===== config.mk =====
export PLATFORM = sky130hd
export DESIGN_NAME = pipeline_latealu_flat
export DESIGN_NICKNAME = d
export VERILOG_FILES = /design/src/rtl/pipeline_latealu_if.sv /design/src/rtl/pipeline_latealu.sv /design/src/flat_wrapper.sv
export SDC_FILE = /design/constraint.sdc
export NUM_CORES = 1
export LEC_CHECK = 0
export CAP_MARGIN = 40
export CORE_MARGIN = 3
export CORE_UTILIZATION = 51
export CTS_BUF_LIST = sky130_fd_sc_hd__clkbuf_16
export DETAILED_ROUTE_END_ITERATION = 8
export PLACE_DENSITY = 0.94
export SYNTH_ARGS = -nofsm -noshare
export SYNTH_HDL_FRONTEND = slang
export SYNTH_SLANG_ARGS = --single-unit

===== constraint.sdc =====
create_clock -name clk -period 6.6 [get_ports clk]
set_input_delay 1.65 -clock clk [delete_from_list [all_inputs] [get_ports clk]]
set_output_delay 1.65 -clock clk [all_outputs]
set_load 0.03 [all_outputs]

===== src/rtl/pipeline_latealu_if.sv =====
`default_nettype none
// ============================================================================
//  Module      : pipeline_latealu_if
//  Description : ALU-stage -> LateALU-stage bundle plus results to memory stage
//  Revision    : 1.0  initial release
// ============================================================================
interface pipeline_latealu_if;
    logic [4:0]  rd_index_in;
    logic [31:0] rd_value_in;
    logic        memop_disable_in;
    logic [2:0]  exception_in;
    logic        latealu_enable;
    logic [5:0]  latealu_op;
    logic [31:0] latealu_a0;
    logic [31:0] latealu_a1;
    logic [4:0]  rd_index;
    logic [31:0] rd_value;
    logic        memop_disable;
    logic [2:0]  exception;
    logic        stall;

    modport master (
        output rd_index_in, rd_value_in, memop_disable_in, exception_in,
               latealu_enable, latealu_op, latealu_a0, latealu_a1,
        input  rd_index, rd_value, memop_disable, exception, stall
    );

    modport slave (
        input  rd_index_in, rd_value_in, memop_disable_in, exception_in,
               latealu_enable, latealu_op, latealu_a0, latealu_a1,
        output rd_index, rd_value, memop_disable, exception, stall
    );
endinterface
`default_nettype wire


===== src/rtl/pipeline_latealu.sv =====
`default_nettype none
// ============================================================================
//  Module      : pipeline_latealu
//  Description : Late-ALU stage: barrel shifts and optional iterative multiply
//                (multiply enabled by defining PIPELINE_LATEALU_MUL_EN)
//  Revision    : 1.0  initial release
// ============================================================================
module pipeline_latealu #(
    parameter int MUL_STEPS = 32
) (
    input  logic                 clk,
    input  logic                 rst,
    pipeline_latealu_if.slave    bus
);
    localparam logic [5:0] c_OP_SLL = 6'd1;
    localparam logic [5:0] c_OP_SRL = 6'd2;
    localparam logic [5:0] c_OP_SRA = 6'd3;
    localparam logic [5:0] c_OP_MUL = 6'd4;
    localparam logic [4:0] c_LAST   = 5'(MUL_STEPS - 1);

    logic [4:0]  rd_index_q, rd_index_d;
    logic [31:0] rd_value_q, rd_value_d;
    logic        memop_disable_q, memop_disable_d;
    logic [2:0]  exception_q, exception_d;
    logic        w_stall;

    logic [4:0]  w_shamt;
    logic [31:0] w_shift_res;
    logic        w_is_shift;

    assign w_shamt = bus.latealu_a1[4:0];

    always_comb begin
        w_shift_res = '0;
        w_is_shift  = 1'b0;
        case (bus.latealu_op)
            c_OP_SLL: begin
                w_is_shift  = 1'b1;
                w_shift_res = bus.latealu_a0 << w_shamt;
            end
            c_OP_SRL: begin
                w_is_shift  = 1'b1;
                w_shift_res = bus.latealu_a0 >> w_shamt;
            end
            c_OP_SRA: begin
                w_is_shift  = 1'b1;
                w_shift_res = 32'($signed(bus.latealu_a0) >>> w_shamt);
            end
            default: ;
        endcase
    end

`ifdef PIPELINE_LATEALU_MUL_EN
    typedef enum logic [0:0] {
        S_IDLE = 1'b0,
        S_MUL  = 1'b1
    } state_t;

    state_t      state_q, state_d;
    logic [4:0]  counter_q, counter_d;
    logic [31:0] acc_q, acc_d;
    logic [31:0] a0_q, a0_d;
    logic [31:0] a1_q, a1_d;
    logic [4:0]  idx_lat_q, idx_lat_d;
    logic        md_lat_q, md_lat_d;
    logic        w_accept;
    logic [31:0] w_term;

    assign w_accept = (state_q == S_IDLE) && (bus.exception_in == 3'd0) &&
                      bus.latealu_enable && (bus.latealu_op == c_OP_MUL);
    assign w_term   = a1_q[counter_q] ? (a0_q << counter_q) : 32'd0;
`else
    logic w_unused_ok;
    assign w_unused_ok = ^{bus.latealu_a1[31:5], c_LAST};
`endif

    always_comb begin
        rd_index_d      = bus.rd_index_in;
        rd_value_d      = bus.rd_value_in;
        memop_disable_d = bus.memop_disable_in;
        exception_d     = bus.exception_in;
        w_stall         = 1'b0;

        if (bus.exception_in != 3'd0) begin
            rd_index_d      = 5'd0;
            rd_value_d      = 32'd0;
            memop_disable_d = 1'b1;
        end else if (bus.latealu_enable) begin
            if (w_is_shift) begin
                rd_value_d  = w_shift_res;
                exception_d = 3'd0;
            end else begin
                rd_index_d      = 5'd0;
                rd_value_d      = 32'd0;
                memop_disable_d = 1'b1;
                exception_d     = 3'b001;
            end
        end

`ifdef PIPELINE_LATEALU_MUL_EN
        state_d   = state_q;
        counter_d = counter_q;
        acc_d     = acc_q;
        a0_d      = a0_q;
        a1_d      = a1_q;
        idx_lat_d = idx_lat_q;
        md_lat_d  = md_lat_q;

        if (w_accept) begin
            state_d         = S_MUL;
            a0_d            = bus.latealu_a0;
            a1_d            = bus.latealu_a1;
            idx_lat_d       = bus.rd_index_in;
            md_lat_d        = bus.memop_disable_in;
            acc_d           = 32'd0;
            counter_d       = 5'd0;
            rd_index_d      = 5'd0;
            rd_value_d      = 32'd0;
            memop_disable_d = 1'b1;
            exception_d     = 3'd0;
            w_stall         = 1'b1;
        end

        // Upstream inputs are frozen while iterating; only internal state matters.
        if (state_q == S_MUL) begin
            acc_d           = acc_q + w_term;
            counter_d       = counter_q + 5'd1;
            rd_index_d      = 5'd0;
            rd_value_d      = 32'd0;
            memop_disable_d = 1'b1;
            exception_d     = 3'd0;
            if (counter_q == c_LAST) begin
                state_d         = S_IDLE;
                rd_index_d      = idx_lat_q;
                rd_value_d      = acc_q + w_term;
                memop_disable_d = md_lat_q;
            end else begin
                w_stall = 1'b1;
            end
        end
`endif
    end

    always_ff @(posedge clk) begin
        if (rst) begin
            rd_index_q      <= 5'd0;
            rd_value_q      <= 32'd0;
            memop_disable_q <= 1'b0;
            exception_q     <= 3'd0;
        end else begin
            rd_index_q      <= rd_index_d;
            rd_value_q      <= rd_value_d;
            memop_disable_q <= memop_disable_d;
            exception_q     <= exception_d;
        end
    end

`ifdef PIPELINE_LATEALU_MUL_EN
    always_ff @(posedge clk) begin
        if (rst) begin
            state_q   <= S_IDLE;
            counter_q <= 5'd0;
            acc_q     <= 32'd0;
            a0_q      <= 32'd0;
            a1_q      <= 32'd0;
            idx_lat_q <= 5'd0;
            md_lat_q  <= 1'b0;
        end else begin
            state_q   <= state_d;
            counter_q <= counter_d;
            acc_q     <= acc_d;
            a0_q      <= a0_d;
            a1_q      <= a1_d;
            idx_lat_q <= idx_lat_d;
            md_lat_q  <= md_lat_d;
        end
    end
`endif

    assign bus.rd_index      = rd_index_q;
    assign bus.rd_value      = rd_value_q;
    assign bus.memop_disable = memop_disable_q;
    assign bus.exception     = exception_q;
    assign bus.stall         = !rst && w_stall;

endmodule
`default_nettype wire


===== src/flat_wrapper.sv =====
// flat-port wrapper written by rule: the top's interface ports become plain ports
module pipeline_latealu_flat 
#(
    parameter int MUL_STEPS = 32
)
  (clk, rst, bus_rd_index_in, bus_rd_value_in, bus_memop_disable_in, bus_exception_in, bus_latealu_enable, bus_latealu_op, bus_latealu_a0, bus_latealu_a1, bus_rd_index, bus_rd_value, bus_memop_disable, bus_exception, bus_stall);
  pipeline_latealu_if bus_i ();
  input  logic clk;
  input  logic rst;
  input wire logic [$bits(bus_i.rd_index_in)-1:0] bus_rd_index_in;
  input wire logic [$bits(bus_i.rd_value_in)-1:0] bus_rd_value_in;
  input wire logic [$bits(bus_i.memop_disable_in)-1:0] bus_memop_disable_in;
  input wire logic [$bits(bus_i.exception_in)-1:0] bus_exception_in;
  input wire logic [$bits(bus_i.latealu_enable)-1:0] bus_latealu_enable;
  input wire logic [$bits(bus_i.latealu_op)-1:0] bus_latealu_op;
  input wire logic [$bits(bus_i.latealu_a0)-1:0] bus_latealu_a0;
  input wire logic [$bits(bus_i.latealu_a1)-1:0] bus_latealu_a1;
  output wire logic [$bits(bus_i.rd_index)-1:0] bus_rd_index;
  output wire logic [$bits(bus_i.rd_value)-1:0] bus_rd_value;
  output wire logic [$bits(bus_i.memop_disable)-1:0] bus_memop_disable;
  output wire logic [$bits(bus_i.exception)-1:0] bus_exception;
  output wire logic [$bits(bus_i.stall)-1:0] bus_stall;
  assign bus_i.rd_index_in = bus_rd_index_in;
  assign bus_i.rd_value_in = bus_rd_value_in;
  assign bus_i.memop_disable_in = bus_memop_disable_in;
  assign bus_i.exception_in = bus_exception_in;
  assign bus_i.latealu_enable = bus_latealu_enable;
  assign bus_i.latealu_op = bus_latealu_op;
  assign bus_i.latealu_a0 = bus_latealu_a0;
  assign bus_i.latealu_a1 = bus_latealu_a1;
  assign bus_rd_index = bus_i.rd_index;
  assign bus_rd_value = bus_i.rd_value;
  assign bus_memop_disable = bus_i.memop_disable;
  assign bus_exception = bus_i.exception;
  assign bus_stall = bus_i.stall;
  pipeline_latealu #(.MUL_STEPS(MUL_STEPS)) u_core (.clk(clk), .rst(rst), .bus(bus_i));
endmodule

==> run summary, run 1 <==
Seq/Total Area, Yosys: 0.1461
Cells after DPL: 834
Net Count, Synth: 744
Root buffer cell: clkbuf_16
FF+latch count, synth: 41
Slew at the pin with the worst max-slew slack: 0.8151 ns
Pwr Total: 891.5 uW
Most frequent cell after synthesis: mux2i_1
First-pass GRT wire length: 32710 um
Critical path origin: bus_latealu_a1[0]
Status: finished, final reports clean
Post-CTS setup buffer count: 0
Hold_ws: 1.932 ns
DP Area: 6778 sq um
Ports: 156
Max Slew Vio Count: 0
Max clock buf depth: 2
Design area: 6922 sq um
Clk slew on worst S/H paths: 0.06 ns
Area leader, netlist: mux4_2
Remaining antenna violation count: 0
Vias in the first global route: 5539
# rows: 37
Slew HR: 0.4549
CTS Hold Buffers Added: 0
Final period util: 0.6755
Final TNS setup: 0 ns
Area share of the largest cell type after synthesis: 0.1723
Post-detail-place hpwl: 15650 um
Starting Density: 0.5347
GRT Overall Usage: 0.3295
DRC: 0
Worst Path Required: 6.75 ns
Diodes inserted: 0
HP Start: bus_rd_index_in[2]
Max-cap violations: 0
Unique masters post-synth: 67
PwrDens: 128.8 nW/um^2
H-tree levels: 2
# port buffers: 127
Area contributors post-synth: mux4_2 (17%), dfxtp_1 (15%), mux2i_1 (14%)
CTS resizes: 0
Syn Std Cell Area: 5619 sq um
Non-Filler Instances: 842
Ys flop type: dfxtp_1
Iter 0 DRT Violations: 741
CP max FO: 40
TritonCTS clock tree: yes
Die area: 12310 sq um
Routed wire length: 20970 um
CP Data Arrival Time: 4.61 ns
DR pass1 iterations: 5
Total grt overflow: 0
Initial antenna violation count: 0
Largest net degree at the start of global routing: 70
Startpoint types: input port
Crit. End Element: flop
Final hold violation count: 0
Syn Area/Cell: 8.919 sq um
Leakage power: 2.534 nW
EDFF count, synth: 0
Drt wl/cell: 24.91 um
RSZ-0062 raised after global routing: false
Fmax: 0.2243 GHz
Most frequent cells after synthesis: mux2i_1 (79), nor2_1 (53), nand2_1 (49), mux4_2 (43), dfxtp_1 (41)
Maximum VDD drop: 0.1343 mV
Routability congestion estimate from global placement: 0.9889
Post-synth ARST share: 0
Layout cell share with drive strength beyond 1: 0.1445
TritonCTS buffer count: 5
Worst min-delay path class: in -> reg
Die width: 111.0 um
Clk sink count: 41
Die Height: 111.0 um
Routed via count: 5911
Final setup fails: 0
Via/cell ratio: 7.020
Area Overhead vs Synth: 23.18%
Core area: 10510 sq um
Crit path time final: 4.458 ns
Yosys warns: 0
Setup Crit Path Kind: in -> reg
Syn Inst Count: 630
Final #Nets: 819
-- worst paths after layout --
| path | to | slack (ns) | cells past startpoint |
|---|---|---|---|
| max | u_core.bus.rd_value[23] | 2.14 | 6 |
| min | u_core.bus.rd_index[2] | 1.93 | 2 |
-- logic make-up after synthesis --
family,synth area share
simple gates,0.1487
flops,0.1461
other cells,0.0006674
mux,0.4073
buf+inv,0.07325
compound gates,0.2240
-- where the power goes --
group	switching, mW	total [mW]	internal [mW]
combinational	0.223	0.405	0.181
clock	0.0954	0.234	0.138
sequential	0.00114	0.253	0.252
total	0.320	0.892	0.572
-- state kept, by name (all words and copies together) (netlist names) --
register,count
u_core.bus.memop_disable,1
u_core.bus.exception,3
u_core.bus.rd_index,5
u_core.bus.rd_value,32
-- routing by layer --
metal,vias up,track usage,share of wire,wire length [um]
li1,2623,-,-,-
met1,2830,0.4683,0.42,8711
met2,414,0.5142,0.46,9549
met3,44,0.05895,0.10,2174
met4,0,0.09360,0.026,538
met5,-,0,0,0
-- worst max-delay path: stages --
cell and delay (ns):
buf_2 0.58, buf_4 0.59, mux4_2 0.68, mux4_2 0.53, a222oi_1 0.44, a21oi_1 0.12
-- layout by cell type, fill, tap and decap left out, types with 3 or more instances in the layout --
cell type / n
buf_4: 11
and3_1: 4
o2bb2ai_1: 3
clkdlybuf4s50_1: 123
nand2b_1: 10
a211o_1: 5
nand2_1: 49
a2bb2oi_1: 3
nor3_1: 10
o21ai_0: 31
and2_1: 11
a311oi_1: 3
a22o_1: 3
o21a_1: 5
clkbuf_16: 5
a22oi_1: 6
dfxtp_1: 41
mux2_2: 26
mux4_1: 9
o22ai_1: 8
a31oi_1: 17
a21o_1: 5
mux4_2: 43
o211ai_1: 10
inv_1: 4
a221oi_1: 3
o31ai_1: 9
nand3_1: 16
mux2i_1: 79
a211oi_1: 12
nor2b_1: 8
nor2_1: 53
o221ai_1: 6
a21oi_1: 27
-- cell type report --
type	instances	area, sq um
clock buffers	5	125.1
clock inverters	3	18.77
fillers	835	3587
inverters	6	22.52
multi-input cells	513	4393
flip-flops and latches	41	820.8
well taps	136	170.2
repair buffers	138	1371
-- metrics by stage --
step,setup slack (ns),util
2_1_floorplan,3.259,-
3_3_place_gp,1.939,0.6404
3_5_place_dp,1.901,0.6450
4_1_cts,2.182,0.6587
5_1_grt,1.961,0.6587
6_report,2.142,0.6587
Power figures use the tool's default switching activity.
==> run 2: changes to the inputs <==
Settings changed: CORE_UTILIZATION 51 to 50, PLACE_DENSITY 0.94 to 0.93.
Clock period 6.6 ns to 4.3 ns, I/O delays scaled along.
==> run 2 against run 1 <==
First-iteration DRC count decreased by 8.2%. Critical endpoint is now u_core.bus.rd_value[12]. Non-clock buffer count increased by 17. Sequential share of layout area decreased by 0.25 points.
==> run summary, run 2 (same netlist as run 1, synthesis figures left out) <==
CP Buf/Inv Count: 1
Startpoint types: input port
Die area: 12550 sq um
Setup ws final: 0.8656 ns
Via/cell ratio: 6.990
Post-layout util: 0.6494
Leakage power: 2.631 nW
First-pass GRT wire length: 33690 um
Routed via count: 6032
Final period util: 0.7987
# port buffers: 127
Slew at the pin with the worst max-slew slack: 0.6463 ns
PwrDens: 203.8 nW/um^2
GRT Overall Usage: 0.3381
H-tree levels: 2
Maximum VDD drop: 0.2137 mV
Worst Path Required: 4.45 ns
Clk slew on worst S/H paths: 0.06 ns
Critical path origin: bus_latealu_a0[8]
# rows: 38
Final hold violation count: 0
Max-cap violations: 0
Placement Setup Slack: 0.6978 ns
Final setup fails: 0
Largest net degree at the start of global routing: 47
Area Overhead vs Synth: 25.83%
Total grt overflow: 0
Post-detail-place hpwl: 17010 um
Critical path, cell by cell: clkdlybuf4s50_1, mux4_2, mux2i_1, and2_1, a2111oi_0, a311oi_1, a21oi_1
Routed wire length: 21990 um
TritonCTS buffer count: 5
Max Slew Vio Count: 0
DRC: 0
Setup Crit Path Kind: in -> reg
Drt wl/cell: 25.48 um
Fmax: 0.2912 GHz
Root buffer cell: clkbuf_16
Most common cell after layout, fill and taps aside: clkdlybuf4s50_1
Diodes inserted: 0
Post-CTS setup buffer count: 0
Die width: 112.0 um
Top delay family on crit path: multiplexers
Final TNS setup: 0 ns
Layout cell share with drive strength beyond 1: 0.1646
Vias in the first global route: 5663
RSZ-0062 raised after global routing: false
Crit-path max cell delay: 0.62 ns
WP depth: 7
Starting Density: 0.5161
Die Height: 112.0 um
CP max FO: 11
Status: finished, final reports clean
Initial antenna violation count: 0
DR pass1 iterations: 5
Clk sink count: 41
Setup crit end: u_core.bus.rd_value[12]
Max reg flops: 32
Most frequent cells in the layout: clkdlybuf4s50_1 (123), mux2i_1 (79), nor2_1 (53)
Iter 0 DRT Violations: 680
Max clock buf depth: 2
Worst min-delay path class: in -> reg
Slew HR: 0.5646
Crit path time final: 3.434 ns
Ports: 156
CTS Hold Buffers Added: 0
Core area: 10890 sq um
CTS resizes: 0
Final #Nets: 836
Crit. End Element: flop
Remaining antenna violation count: 0
TritonCTS clock tree: yes
CP Data Arrival Time: 3.59 ns
Routability congestion estimate from global placement: 1.053
CP max stage cell: clkdlybuf4s50_1
==> run 2: layout make-up <==
class	count	area [sq um]
multi-input combinational	513	4393
fill	898	3817
timing repair buffer	155	1491
sequential	41	820.8
tap	140	175.2
clock buffer	5	125.1
clock inverter	3	42.54
inverter	6	22.52
==> run 2: per-layer routing <==
metal  up-vias  track usage  share of wire
met5         -            0              0
met4         0       0.1218          0.034
met3        47      0.05229           0.11
met2       434       0.5412           0.46
met1      2897       0.4678           0.40
li1       2654            -              -
==> run 2: power breakdown <==
part / leakage (nW) / switching [mW] / internal [mW]
sequential: 0.332 / 0.00169 / 0.387
clock: 0.0852 / 0.142 / 0.272
combinational: 2.21 / 0.353 / 0.286
total: 2.63 / 0.496 / 0.945
==> run 2: how the worst min path moves through the flow <==
stage | to | startpoint | depth (start not counted) | slack (ns)
finish | u_core.bus.rd_index[0] | bus_rd_index_in[0] | 2 | 1.36
global route | u_core.bus.rd_index[0] | bus_rd_index_in[0] | 2 | 1.38
CTS | u_core.bus.rd_index[0] | bus_rd_index_in[0] | 2 | 1.36
detailed placement | u_core.bus.rd_value[4] | bus_rd_value_in[4] | 3 | 1.64
global placement | u_core.bus.rd_value[4] | bus_rd_value_in[4] | 3 | 1.64
floorplan | u_core.bus.memop_disable | rst | 1 | 1.14
==> run 2: stage by stage <==
| stage | power [mW] | area, sq um | hold WS [ns] | std cells |
|---|---|---|---|---|
| after floorplan | 0.7834 | 5619 | 1.144 | 630 |
| after global placement | 1.001 | 6903 | 1.643 | 855 |
| after detailed placement | 1.014 | 6903 | 1.644 | 855 |
| after CTS | 1.425 | 7071 | 1.363 | 863 |
| after global routing | 1.491 | 7071 | 1.382 | 863 |
| final | 1.441 | 7071 | 1.361 | 863 |
